===== config.mk =====
export PLATFORM = sky130hd
export DESIGN_NAME = datapath
export DESIGN_NICKNAME = d
export VERILOG_FILES = /design/src/rtl/datapath.sv
export SDC_FILE = /design/constraint.sdc
export NUM_CORES = 2
export LEC_CHECK = 0
export ABC_AREA = 1
export CELL_PAD_IN_SITES_DETAIL_PLACEMENT = 0
export CELL_PAD_IN_SITES_GLOBAL_PLACEMENT = 2
export CORE_MARGIN = 5
export CORE_UTILIZATION = 37
export DETAILED_ROUTE_END_ITERATION = 12
export GPL_TIMING_DRIVEN = 0
export MAX_ROUTING_LAYER = met4
export PLACE_DENSITY_LB_ADDON = 0.08
export REMOVE_ABC_BUFFERS = 1
export SETUP_SLACK_MARGIN = 0.2
export SYNTH_ARGS = -nofsm -noshare
export SYNTH_HDL_FRONTEND = slang
export SYNTH_SLANG_ARGS = --single-unit

===== constraint.sdc =====
create_clock -name clock -period 4.2 [get_ports clock]
set_input_delay 0.63 -clock clock [delete_from_list [all_inputs] [get_ports clock]]
set_output_delay 0.63 -clock clock [all_outputs]
set_load 0.005 [all_outputs]

===== src/rtl/datapath.sv =====
// Register-file-plus-ALU execution datapath: two combinational read ports, one
// ALU, registered writeback and registered NZCV flags.
module datapath (
    input  logic       clock,
    input  logic       reset,
    input  logic [4:0] read_reg_num1,
    input  logic [4:0] read_reg_num2,
    input  logic [4:0] write_reg,
    input  logic [3:0] alu_control,
    input  logic       regwrite,
    output logic       zero_flag,
    output logic       carry_flag,
    output logic       overflow_flag,
    output logic       negative_flag
);
    localparam logic [3:0] OP_ADD  = 4'b0000;
    localparam logic [3:0] OP_SUB  = 4'b0001;
    localparam logic [3:0] OP_ADDS = 4'b0010;
    localparam logic [3:0] OP_SUBS = 4'b0011;
    localparam logic [3:0] OP_CMP  = 4'b0100;
    localparam logic [3:0] OP_CMN  = 4'b0101;
    localparam logic [3:0] OP_TST  = 4'b0110;
    localparam logic [3:0] OP_AND  = 4'b0111;
    localparam logic [3:0] OP_OR   = 4'b1000;
    localparam logic [3:0] OP_XOR  = 4'b1001;
    localparam logic [3:0] OP_MVN  = 4'b1010;
    localparam logic [3:0] OP_BIC  = 4'b1011;
    localparam logic [3:0] OP_MOV  = 4'b1100;

    logic [31:0] regs [32];
    logic [31:0] a, b, r;
    logic [32:0] sum, diff;
    logic        is_sub, set_nzcv, set_nz, wb_en;
    logic        c_new, v_new;

    assign a    = regs[read_reg_num1];
    assign b    = regs[read_reg_num2];
    assign sum  = {1'b0, a} + {1'b0, b};
    assign diff = {1'b0, a} - {1'b0, b};

    always_comb begin
        r        = 32'd0;
        is_sub   = 1'b0;
        set_nzcv = 1'b0;
        set_nz   = 1'b0;
        case (alu_control)
            OP_ADD:  r = sum[31:0];
            OP_SUB:  begin r = diff[31:0]; is_sub = 1'b1; end
            OP_ADDS: begin r = sum[31:0];  set_nzcv = 1'b1; end
            OP_SUBS: begin r = diff[31:0]; is_sub = 1'b1; set_nzcv = 1'b1; end
            OP_CMP:  begin r = diff[31:0]; is_sub = 1'b1; set_nzcv = 1'b1; end
            OP_CMN:  begin r = sum[31:0];  set_nzcv = 1'b1; end
            OP_TST:  begin r = a & b;      set_nz = 1'b1; end
            OP_AND:  r = a & b;
            OP_OR:   r = a | b;
            OP_XOR:  r = a ^ b;
            OP_MVN:  r = ~a;
            OP_BIC:  r = a & ~b;
            OP_MOV:  r = a;
            default: r = 32'd0;
        endcase
    end

    // Subtract carry is NOT borrow, so it inverts the 33rd bit of the difference.
    always_comb begin
        if (is_sub) begin
            c_new = ~diff[32];
            v_new = (a[31] != b[31]) && (diff[31] != a[31]);
        end else begin
            c_new = sum[32];
            v_new = (a[31] == b[31]) && (sum[31] != a[31]);
        end
    end

    assign wb_en = regwrite && (alu_control != OP_CMP) &&
                   (alu_control != OP_CMN) && (alu_control != OP_TST);

    always_ff @(posedge clock or negedge reset) begin
        if (!reset) begin
            for (int i = 0; i < 32; i++) regs[i] <= 32'(i);
        end else if (wb_en) begin
            regs[write_reg] <= r;
        end
    end

    always_ff @(posedge clock or negedge reset) begin
        if (!reset) begin
            negative_flag <= 1'b0;
            zero_flag     <= 1'b0;
            carry_flag    <= 1'b0;
            overflow_flag <= 1'b0;
        end else if (set_nzcv || set_nz) begin
            negative_flag <= r[31];
            zero_flag     <= (r == 32'd0);
            if (set_nzcv) begin
                carry_flag    <= c_new;
                overflow_flag <= v_new;
            end
        end
    end
endmodule


## Yosys cells after proc, flatten, opt, wreduce, memory -nomap -nowiden

Index checks and enable logic that the tools add are counted.

- Bits in registers: 1028
- Bits of input ports: 22
- Output and inout port bits: 4
- Logic and storage cells: 100

- Add/sub/neg operators: 2
- Magnitude comparators: 4
- Eq/ne operators: 19
- Muxes and demuxes: 15
- Bitwise gates (word level): 10
- Reductions and logical operators: 14

Operators by type and width:

| kind | number |
|---|---|
| $bwmux 1024 | 1 |
| $bmux 32 s5 | 2 |
| $pmux 32 s8 | 1 |
| $demux 32 s5 | 1 |
| $mux 32 | 5 |
| $and 32x32->32 | 2 |
| $not 32->32 | 2 |
| $add 32x32->33 | 1 |
| $sub 32x32->33 | 1 |
| $logic_not 32->1 | 1 |
| $or 32x32->32 | 1 |
| $xor 32x32->32 | 1 |
| $eq 4x4->1 const B | 5 |
| $ge 6x6->1 const B | 3 |
| $not 5->6 | 3 |
| $eq 4x3->1 const B | 4 |
| $ne 4x3->1 const B | 3 |
| $eq 4x2->1 const B | 2 |
| $logic_and 1x1->1 | 6 |
| $lt 6x1->1 const B | 1 |
| $reduce_or 3->1 | 2 |
| $mux 1 | 5 |
| $eq 4x1->1 const B | 1 |
| $logic_not 4->1 | 1 |
| other kinds (7) | 9 |

## Depth between registers and ports, before layout

- Word-level depth: 8
- Gate-level depth with buffers: 34
- Gate-level depth less buffers: 30

## Worst setup path after synthesis

OpenSTA, ideal clock, no wires.

- Path type: input -> register
- Start point: input port read_reg_num2[2]
- End point: register zero_flag
- Library setup time: 65 ps
- Arrival: 3868 ps
- Required time: 4135 ps
- Slack: 267 ps
- Stages on the path: 29
- Path buffers: 3
- Path through: inv_1 > buf_2 > clkbuf_1 > buf_2 > nand3_1 > nand2_1 > nand2_1 > nand3_1 > nand2_1 > inv_1 > ha_1 > inv_1 > fa_1 > nand2_1 > nand2_1 > and2_1 > nand2_1 > nand3_1 > nand2_1 > nand2_1 > nand2_1 > nand3_1 > nor2_4 > nand2_1 > nor2_1 > nand4_1 > nor2_1 > nand3_1 > nand2_1

- Word-level cells in the longest chain between the ends: 8
- Elaborated cells on any way between the ends: 13
- Those cells by class: add/sub (2); mux (4); bitwise (6); reduce/logical (1)

RTL lines:

| item | line | RTL |
|---|---|---|
| start: declaration | 7 | `input logic [4:0] read_reg_num2,` |
| $not 5->6 (not written as such) * | 37 | `assign b = regs[read_reg_num2];` |
| $bmux 32 s5 * | 37 |  |
| $mux 32 (not written as such) * (2 in a row) | 37 |  |
| parallel branches: the longest is 2 deep, another holds $add 32x32->33 | -- |  |
| $pmux 32 s8 * | 46 | `case (alu_control)` |
| $logic_not 32->1 * | 94 | `zero_flag <= (r == 32'd0);` |
| end signal: assignment | 94 |  |
| end: declaration | 11 | `output logic zero_flag,` |

Mark *: on every way between the ends. The select of a mux whose other input is x is not followed.
A chain may end at the register's enable or synchronous reset.

## Final worst setup path

- Start point: input port read_reg_num2[4]
- End point: register zero_flag

Same word-level chain as after synthesis.

==> flow_summary.json <==
{
  "synth_common_cells": "nand2_1 (3779), nand3_1 (1535), dfrtp_1 (948)",
  "final_util_pct": 45.5,
  "antenna_found_initial": 22,
  "cp-startpoint": "read_reg_num2[4]",
  "seqPwrFrac_pct": 36.8,
  "initial_utilization_pct": 37.1,
  "rrSetupSlack_ns": -0.07,
  "cts_root_buf": "clkbuf_16",
  "detail_route.wl_per_cell_um": 30.6,
  "gp_congestion": 0.953,
  "netlist.area_leader.share_pct": 36.4,
  "synth_ff_type": "dfrtp_1",
  "worstPathRequired_ns": 4.96,
  "synth_edf_count": 0,
  "vias_per_cell": 5.91,
  "ys_seq_area_share_pct": 39.6,
  "die_area_mm2": 0.185,
  "reg2reg_depth": 25,
  "timing.rr.start": "regs[420]$_DFFE_PN1P_",
  "grt_pass1_wl_um": 506000,
  "min_period_ns": 4.32,
  "p_sw_share_pct": 37.9,
  "cts_sinks": 1028,
  "max_cap_violations": 1,
  "setup.worst_path.start_class": "primary input",
  "worstMarginPinSlew_ns": 1.50,
  "dieHeight_um": 430,
  "ir_drop_mv": 0.504,
  "arrival_ns": 5.09,
  "cts_made_buffers": 134,
  "synth_area_mm2": 0.0652,
  "ys_seq_elements": 1028,
  "finalCritPeriodShare_pct": 103,
  "total_power_uw": 37900,
  "firstDrtPassIters": 6,
  "p_switching_uw": 14400,
  "wirelength_um": 371000,
  "netlist_instances": 9832,
  "dp_cells": 11534,
  "p_int_uw": 23500,
  "synth_area_leader_cell": "dfrtp_1",
  "clock_latency_ns": 0.83,
  "maxSlewViolCount": 0,
  "rr_endpoint": "zero_flag$_DFFE_PN0N_",
  "syn_to_final_growth_pct": 22.5,
  "setup_viol": 1,
  "async_flop_share_pct": 100,
  "grt.overflow.total": 0,
  "instances_no_fill": 12123,
  "hold_path_class": "primary input to async pin",
  "leakagePower_uw": 0.0372,
  "first_global_vias": 65760,
  "drtIter0Drc": 9906,
  "combPwrFrac_pct": 32.3,
  "final_layout_size_suffix_gt1_share_pct": 12.3,
  "avgSynthCellArea_um2": 6.63,
  "yosysMostFrequentCell": "nand2_1",
  "clkPwrFrac_pct": 30.9,
  "crit_type": "primary input to register",
  "clk_pin_slew_ns": 0.06,
  "rsz0062_at_grt": "yes",
  "clockBufferDepth": 3,
  "fp.dieW_um": 430,
  "dp_hpwl_um": 186000,
  "core_mm2": 0.176,
  "grt_start_max_net_pins": 155,
  "cellPowerDensity_mw_per_mm2": 475,
  "num_vias": 71615,
  "num-fill-cells": 18029,
  "slew_headroom_pct": 0.0436,
  "end_kind": "register",
  "finalHoldViolCount": 0,
  "drc_errors": 0,
  "synthTopCellsByArea": "dfrtp_1 (36%), nand2_1 (22%), nand3_1 (12%), o21ai_0 (4.1%), nor2_1 (3.4%)",
  "synth_cell_types": 48,
  "final_net_count": 9782,
  "ant_nets": 0,
  "fmax_mhz": 231,
  "setup_ws_ns": -0.125,
  "num_io_pins": 26,
  "outcome": "complete, but fails checks",
  "htreeDepth": 4,
  "track_usage_pct": 39.0,
  "violations": "max-capacitance violations, negative setup slack",
  "yosysWarnings": 0,
  "num_rows": 154,
  "port_buffers": 25,
  "cp_max_fo": 33,
  "cts_tree": "done",
  "clock_skew_ns": 0.0403
}
[per-stage QoR]
| stage | area [µm²] | worst slack (ns) | hold WS [ns] | setup TNS, ns |
|---|---|---|---|---|
| finish | 79900 | -0.125 | 0.394 | -0.125 |
| global route | 79900 | -0.108 | 0.409 | -0.108 |
| CTS | 77000 | -0.271 | 0.384 | -0.271 |
| detailed placement | 67800 | -4.14 | 0.474 | -2289.01 |
| global placement | 64600 | -74.20 | 0.467 | - |
| floorplan | 61400 | -3.58 | 0.334 | -2859.05 |
[power groups by stage]
| stage | registers (µW) | logic [µW] | clock network, µW |
|---|---|---|---|
| 2_1_floorplan | 13700 | 6170 | 0 |
| 3_3_place_gp | 14100 | 9790 | 0 |
| 3_5_place_dp | 14000 | 9820 | 0 |
| 4_1_cts | 13900 | 11100 | 11800 |
| 5_1_grt | 14200 | 13300 | 12200 |
| 6_report | 14000 | 12200 | 11700 |
[state kept, by name (all words and copies together) (netlist names)]
register       flops
carry_flag         1
negative_flag      1
overflow_flag      1
regs            1024
zero_flag          1
[cell type report]
type	count	area, µm²	area share [%]
repair inverters	17	160	0.200
well taps	2340	2930	3.67
diodes	12	30.0	0.0376
multi-input cells	7549	36000	45.1
inverters	474	1960	2.45
repair buffers	458	8640	10.8
clock buffers	218	4040	5.06
clock inverters	27	274	0.343
flip-flops and latches	1028	25800	32.3
[metal layers]
layer / track usage, % / wire length [µm] / vias up
met5: - / 0 / -
met4: 21.4 / 24700 / 0
met3: 6.59 / 35700 / 953
met2: 58.8 / 163000 / 4074
met1: 49.9 / 147000 / 34741
li1: - / - / 31847
[what timing repair did]
action	4_1_cts	5_1_grt
setup buffers	82	107
endpoints found under the hold margin	68	0
gates cloned	111	30
hold buffers	1	0
resized for setup	280	352
endpoints found under the setup margin	1028	799
pin swaps	37	91
[logic make-up (layout without fill, tap and decap cells)]
family                   Yosys count  after routing  share of synthesized area [%]
flip-flops                      1028           1028                           39.6
AND/OR/NAND/NOR                 5987           5990                           37.8
AO/OA/AOI/OAI                   1459           1459                           12.2
buffers and inverters           1258           1194                           8.53
adder cells (fa/ha/maj)           98             98                           1.90
XOR/XNOR                           2              2                         0.0269
other                              0             12                              0
[cells in the final DEF (no fill, tap or decap), drive strengths merged, types with 47 or more instances in the layout]
master and count:
o21ai 801, nand3 1536, buf 363, clkbuf 251, nand2 3795, dfstp 80, inv 487, a31oi 316
bufbuf 47, dfrtp 948, ha 96, nor2 603, a21oi 259
[worst max path at each step]
stage / to / cells after the start
finish: zero_flag$_DFFE_PN0N_ / 24
CTS: zero_flag$_DFFE_PN0N_ / 29
floorplan: zero_flag$_DFFE_PN0N_ / 26
global placement: zero_flag$_DFFE_PN0N_ / 24
detailed placement: zero_flag$_DFFE_PN0N_ / 31
global route: zero_flag$_DFFE_PN0N_ / 28
[worst max-delay path, cell delays in order]
cell,delay (ns)
buf_8,0.39
inv_2,0.44
buf_12,0.29
nand3_1,0.16
nand2_2,0.19
ha_4,0.44
nand2_1,0.09
nand2_2,0.08
nand2_1,0.06
nand2_2,0.11
inv_2,0.06
nand2_4,0.10
nand2_1,0.08
nand2_2,0.10
nand2_1,0.07
nand3_2,0.09
nand3_4,0.13
nor2_4,0.25
nand2_4,0.11
nor2_4,0.24
nand4_1,0.27
nor2_2,0.23
nand3_4,0.13
nand2_1,0.09
Power figures use the tool's default switching activity.
